$ cat src/rtl/matrix_feeder.sv
// Buffers N k-slices, then streams them as N beats (plus N-1 zero flush beats when
// MATRIX_FEEDER_FLUSH_EN is defined) to the skewer; first beat one cycle after the last load; stall freezes streaming.
module matrix_feeder #(
  parameter int MATRIX_SIZE = 2,
  parameter int DATA_SIZE   = 32
) (
  input  logic                                  clk,
  input  logic                                  reset,
  input  logic                                  in_valid,
  output logic                                  in_ready,
  input  logic [MATRIX_SIZE-1:0][DATA_SIZE-1:0] in_data,
  input  logic                                  stall,
  output logic [MATRIX_SIZE-1:0][DATA_SIZE-1:0] out_data,
  output logic                                  out_enable,
  output logic                                  done
);

  localparam int            CW   = $clog2(2 * MATRIX_SIZE) + 1;
  localparam logic [CW-1:0] ONE  = CW'(1);
  localparam logic [CW-1:0] LAST = CW'(MATRIX_SIZE - 1);
`ifdef MATRIX_FEEDER_FLUSH_EN
  localparam logic [CW-1:0] FLUSH_LAST = CW'((MATRIX_SIZE > 1) ? MATRIX_SIZE - 2 : 0);
`endif

  typedef enum logic [1:0] {
    IDLE   = 2'd0,
    STREAM = 2'd1,
`ifdef MATRIX_FEEDER_FLUSH_EN
    FLUSH  = 2'd2,
`endif
    DONE   = 2'd3
  } state_t;

  typedef logic [MATRIX_SIZE-1:0][DATA_SIZE-1:0] slice_t;

  state_t        state_q, state_d;
  logic [CW-1:0] cnt_q, cnt_d;
  slice_t        mem_q [MATRIX_SIZE];
  slice_t        mem_d [MATRIX_SIZE];
  slice_t        rd_slice;

  // Slot select by compare rather than indexing: cnt is wider than the slot index.
  always_comb begin
    rd_slice = '0;
    for (int i = 0; i < MATRIX_SIZE; i++) begin
      if (cnt_q == CW'(i)) rd_slice = mem_q[i];
    end
  end

  always_comb begin
    state_d = state_q;
    cnt_d   = cnt_q;
    mem_d   = mem_q;
    case (state_q)
      IDLE: begin
        if (in_valid) begin
          for (int i = 0; i < MATRIX_SIZE; i++) begin
            if (cnt_q == CW'(i)) mem_d[i] = in_data;
          end
          if (cnt_q == LAST) begin
            state_d = STREAM;
            cnt_d   = '0;
          end else begin
            cnt_d = cnt_q + ONE;
          end
        end
      end
      STREAM: begin
        if (!stall) begin
          if (cnt_q == LAST) begin
            cnt_d = '0;
`ifdef MATRIX_FEEDER_FLUSH_EN
            if (MATRIX_SIZE > 1) state_d = FLUSH;
            else                 state_d = DONE;
`else
            state_d = DONE;
`endif
          end else begin
            cnt_d = cnt_q + ONE;
          end
        end
      end
`ifdef MATRIX_FEEDER_FLUSH_EN
      FLUSH: begin
        if (!stall) begin
          if (cnt_q == FLUSH_LAST) begin
            cnt_d   = '0;
            state_d = DONE;
          end else begin
            cnt_d = cnt_q + ONE;
          end
        end
      end
`endif
      DONE: begin
        state_d = IDLE;
        cnt_d   = '0;
      end
      default: begin
        state_d = IDLE;
        cnt_d   = '0;
      end
    endcase
  end

  always_ff @(posedge clk or posedge reset) begin
    if (reset) begin
      state_q <= IDLE;
      cnt_q   <= '0;
      mem_q   <= '{default: '0};
    end else begin
      state_q <= state_d;
      cnt_q   <= cnt_d;
      mem_q   <= mem_d;
    end
  end

  // Outputs decode registered state; out_enable also follows same-cycle stall.
  assign in_ready = (state_q == IDLE);
  assign done     = (state_q == DONE);
  assign out_data = (state_q == STREAM) ? rd_slice : '0;
`ifdef MATRIX_FEEDER_FLUSH_EN
  assign out_enable = ((state_q == STREAM) || (state_q == FLUSH)) && !stall;
`else
  assign out_enable = (state_q == STREAM) && !stall;
`endif

endmodule

$ cat config.mk
export PLATFORM = sky130hd
export DESIGN_NAME = matrix_feeder
export DESIGN_NICKNAME = d
export VERILOG_FILES = /design/src/rtl/matrix_feeder.sv
export SDC_FILE = /design/constraint.sdc
export NUM_CORES = 1
export LEC_CHECK = 0
export ABC_AREA = 0
export CAP_MARGIN = 20
export CORE_AREA = 2 2 127 129
export DETAILED_ROUTE_END_ITERATION = 10
export DIE_AREA = 0 0 129 131
export PLACE_DENSITY = 0.65
export SLEW_MARGIN = 20
export SYNTH_ARGS = -nofsm -noshare
export SYNTH_HDL_FRONTEND = slang
export SYNTH_SLANG_ARGS = --single-unit
$ cat constraint.sdc
create_clock -name clk -period 5.05 [get_ports clk]
set_input_delay 1.01 -clock clk [delete_from_list [all_inputs] [get_ports clk]]
set_output_delay 1.01 -clock clk [all_outputs]
set_load 0.1 [all_outputs]
Word level (Yosys, flattened, before mapping)

Cells that the tools add are included.

Flip-flop bits (word level): 133
Input port bits: 68
Output and inout bits: 67
Word-level logic and storage cells: 34

Add/sub/neg operators: 1
Eq/ne operators: 7
Mux-type cells: 12
Reduce and logical (&&, ||, !) cells: 8

Operators by type and width:

| operator            | count |
|---|---|
| $mux 64             | 3 |
| $mux 3              | 3 |
| $mux 2              | 4 |
| $ne 2x2->1 const B  | 3 |
| $pmux 3 s2          | 1 |
| $reduce_and 3->1    | 2 |
| $pmux 2 s2          | 1 |
| $reduce_and 4->1    | 1 |
| $add 3x1->3 const B | 1 |
| $eq 3x1->1 const B  | 1 |
| $logic_not 3->1     | 1 |
| $eq 2x1->1 const B  | 1 |
| $eq 2x2->1 const B  | 1 |
| $logic_not 2->1     | 1 |
| $ne 2x1->1 const B  | 1 |
| $reduce_and 2->1    | 1 |
| $logic_and 1x1->1   | 1 |
| $logic_not 1->1     | 1 |

Depth between registers and ports, before layout

Depth after elaboration: 4
Mapped depth: 6
Depth with buffers taken out: 3

Worst setup path before layout

No wires, ideal clock.

Kind: reg-to-output
Start: register cnt_q[0]
End: output out_data[15] (netlist name)
Data arrival time: 2.517 ns
Required time: 4.040 ns
Path slack: 1.523 ns
Stages on the path, launching flop included: 5
Path buffers: 1
Cells stage by stage: dfrtp_1 > nor3_2 > clkbuf_1 > a22oi_1 > nor2_1

RTL lines:

| item                     | RTL line | source |
|---|---|---|
| start: declaration       | 37       | `logic [CW-1:0] cnt_q, cnt_d;` |
| start signal: assignment | 113      | `cnt_q <= cnt_d;` |
| end: declaration         | 13       | `output logic [MATRIX_SIZE-1:0][DATA_SIZE-1:0] out_data,` |

==> results.toml <==
[grt]
grt_pass1_wl_um = 22560
grt.total_usage_pct = 17.31
antenna_found_initial = 0
grt-ovfl-total = 0
grt_start_max_net_pins = 71
grt_pass1_vias = 4314

[clock_network]
cts_resized = 0
clockBufferDepth = 2
cts-root-buf = "clkbuf_16"
cts_tree = "built"
ctsHoldBuffers = 0
cts_sinks = 133
clkSlewWorstSetupHoldPaths_ps = 50
h-tree-depth = 4
numCtsBuffers = 17
clk_latency_ps = 410
post_cts_buffers = 0

[yosys]
synth.net_count = 518
yosysTopAreaCell = "dfrtp_1"
yosysWarningCount = 0
ys_seq_elements = 133
netlist.area_leader.share_pct = 54.21
synth_cells = 450
avgSynthCellArea_um2 = 13.64
ys_top_cells_by_area = "dfrtp_1 54%, mux2_4 15%, mux2_2 13%"
synth_cell_type_count = 26
syn_area_um2 = 6140
ys_seq_area_share_pct = 54.21

[floorplanning]
start_util_pct = 39.36
die_x_um = 129
io_pins = 135
rows = 46
core_area_um2 = 15600
die_y_um = 131
die_area_um2 = 16900

[timing]
fin_crit_ps = 4376
tns_ps = 0
fin_crit_sh_pct = 86.65
grt_setup_unrepaired = "false"
fin_ws_ps = 674.3
max_freq_mhz = 228.5
tightest_slew_ps = 1009
finalSetupViolCount = 0
relSlewSlack_pct = 32.50
drv_slew = 0
skew_ps = 8.913
hold_viol_final = 0

[setup_path]
required_ps = 4040
r2r_setup_slack_ps = 2960
critical_path_class = "reg -> out"
path_cells = "nand2b_2 > buf_4 > nor2_1 > clkdlybuf4s50_1"
rr_worst_depth = 4
cp_slowest_stage_delay_ps = 1180
r2r_start = "state_q[1]"
path_delay_family = "buffers and inverters"
cp-start-kind = "register"
crit_start = "state_q[1]"
path_buf_inv = 2
cp.arrival_ps = 3370
r2r_end = "mem_q[68]"
endpoint_kind = "primary output"
cp.depth = 4
endpoint = "out_data[30]"
worstPathMaxFanout = 36
critical_path.slowest_cell = "clkdlybuf4s50_1"

[finish]
nFillCells = 1341
diodes = 0
drive_gt1_share_pct = 29.73
fin_util_pct = 52.92
register_area_um2 = 3328
fin_nets = 647
multi_input_comb_area_um2 = 2584
syn_to_final_growth_pct = 34.44
layout_common_cells = "133 x dfrtp_1, 133 x clkdlybuf4s50_1, 69 x nor2_1, 69 x mux2_2, 64 x a22oi_1"

[drt]
drt_iter0_drc = 224
vias = 4127
via_per_inst = 5.108
avgRoutedWirePerCell_um = 17.42
first_pass_iters = 4
ant_nets = 0
wl_um = 14080
drc = 0

[place]
hpwl_um = 8631
portBuffers = 134
dp_slack_ps = 1116
gp_congestion = 0.7349

[status]
run_status = "complete, no violations"

[worst_hold_path]
hold_path_class = "reg -> reg"
worstHoldStart = "mem_q[122]"

[run]
cap_viol_max_count = 0
==> cells by family (layout without fill, tap and decap cells) <==
group | count (synthesis) | in the layout | share of synthesized area (%)
AND/OR/NAND/NOR | 85 | 85 | 6.256
buffers and inverters | 35 | 177 | 3.933
multiplexers | 130 | 130 | 27.49
flip-flops | 133 | 133 | 54.21
AO/OA/AOI/OAI | 67 | 67 | 8.111
==> worst min-delay path by stage <==
stage | end | slack, ps | cells past startpoint
CTS | mem_q[122] | 510 | 1
global placement | mem_q[96] | 490 | 1
floorplan | mem_q[100] | 480 | 1
global route | mem_q[86] | 510 | 1
finish | mem_q[122] | 500 | 1
detailed placement | mem_q[103] | 490 | 1
==> sequential cells by signal, indices dropped and copies added, names as in the netlist <==
name / flops
cnt_q: 3
mem_q: 128
state_q: 2
==> final cells by class <==
| cell class | count | share of cell area [%] |
|---|---|---|
| repair buffers | 144 | 17.43 |
| multi-input cells | 282 | 31.30 |
| clock buffers | 23 | 5.791 |
| flip-flops and latches | 133 | 40.32 |
| well taps | 216 | 3.274 |
| clock inverters | 9 | 1.804 |
| inverters | 1 | 0.07579 |
==> layer usage <==
metal | wire (µm) | GRT usage (%) | part of all wire [%]
met1 | 6413 | 22.42 | 46
met2 | 6839 | 28.79 | 49
met3 | 657 | 4.520 | 4.7
met4 | 167 | 5.179 | 1.2
met5 | 0 | 0 | 0
==> metrics by stage <==
stage	instance area (µm²)	hold slack [ps]	std cells
after detailed placement	7627	493.3	776
after CTS	8254	505.8	808
after floorplan	6140	479.7	450
after global placement	7627	487.8	776
after global routing	8254	511.0	808
final	8254	502.0	808
==> worst reg2reg max path, cell delays in order (launching register included) <==
cell,delay (ps)
dfrtp_1,490
nor4b_4,320
nand2_2,450
buf_12,390
mux2_2,330
==> Yosys cell counts (all sizes together) <==
cell type  count
and2           2
clkbuf        10
nor3b          1
inv            1
nor4b          1
nand2b         4
nor2b          1
nand2          2
a22oi         64
and3b          1
nor3           2
dfrtp        133
mux2i          1
nor2          69
or3b           1
a21oi          2
nand3b         1
a21boi         1
buf           24
mux2         129
Power is left out: the tool's default activity adds up to more than one toggle a clock period on the data nets, which glitch-free logic cannot reach.
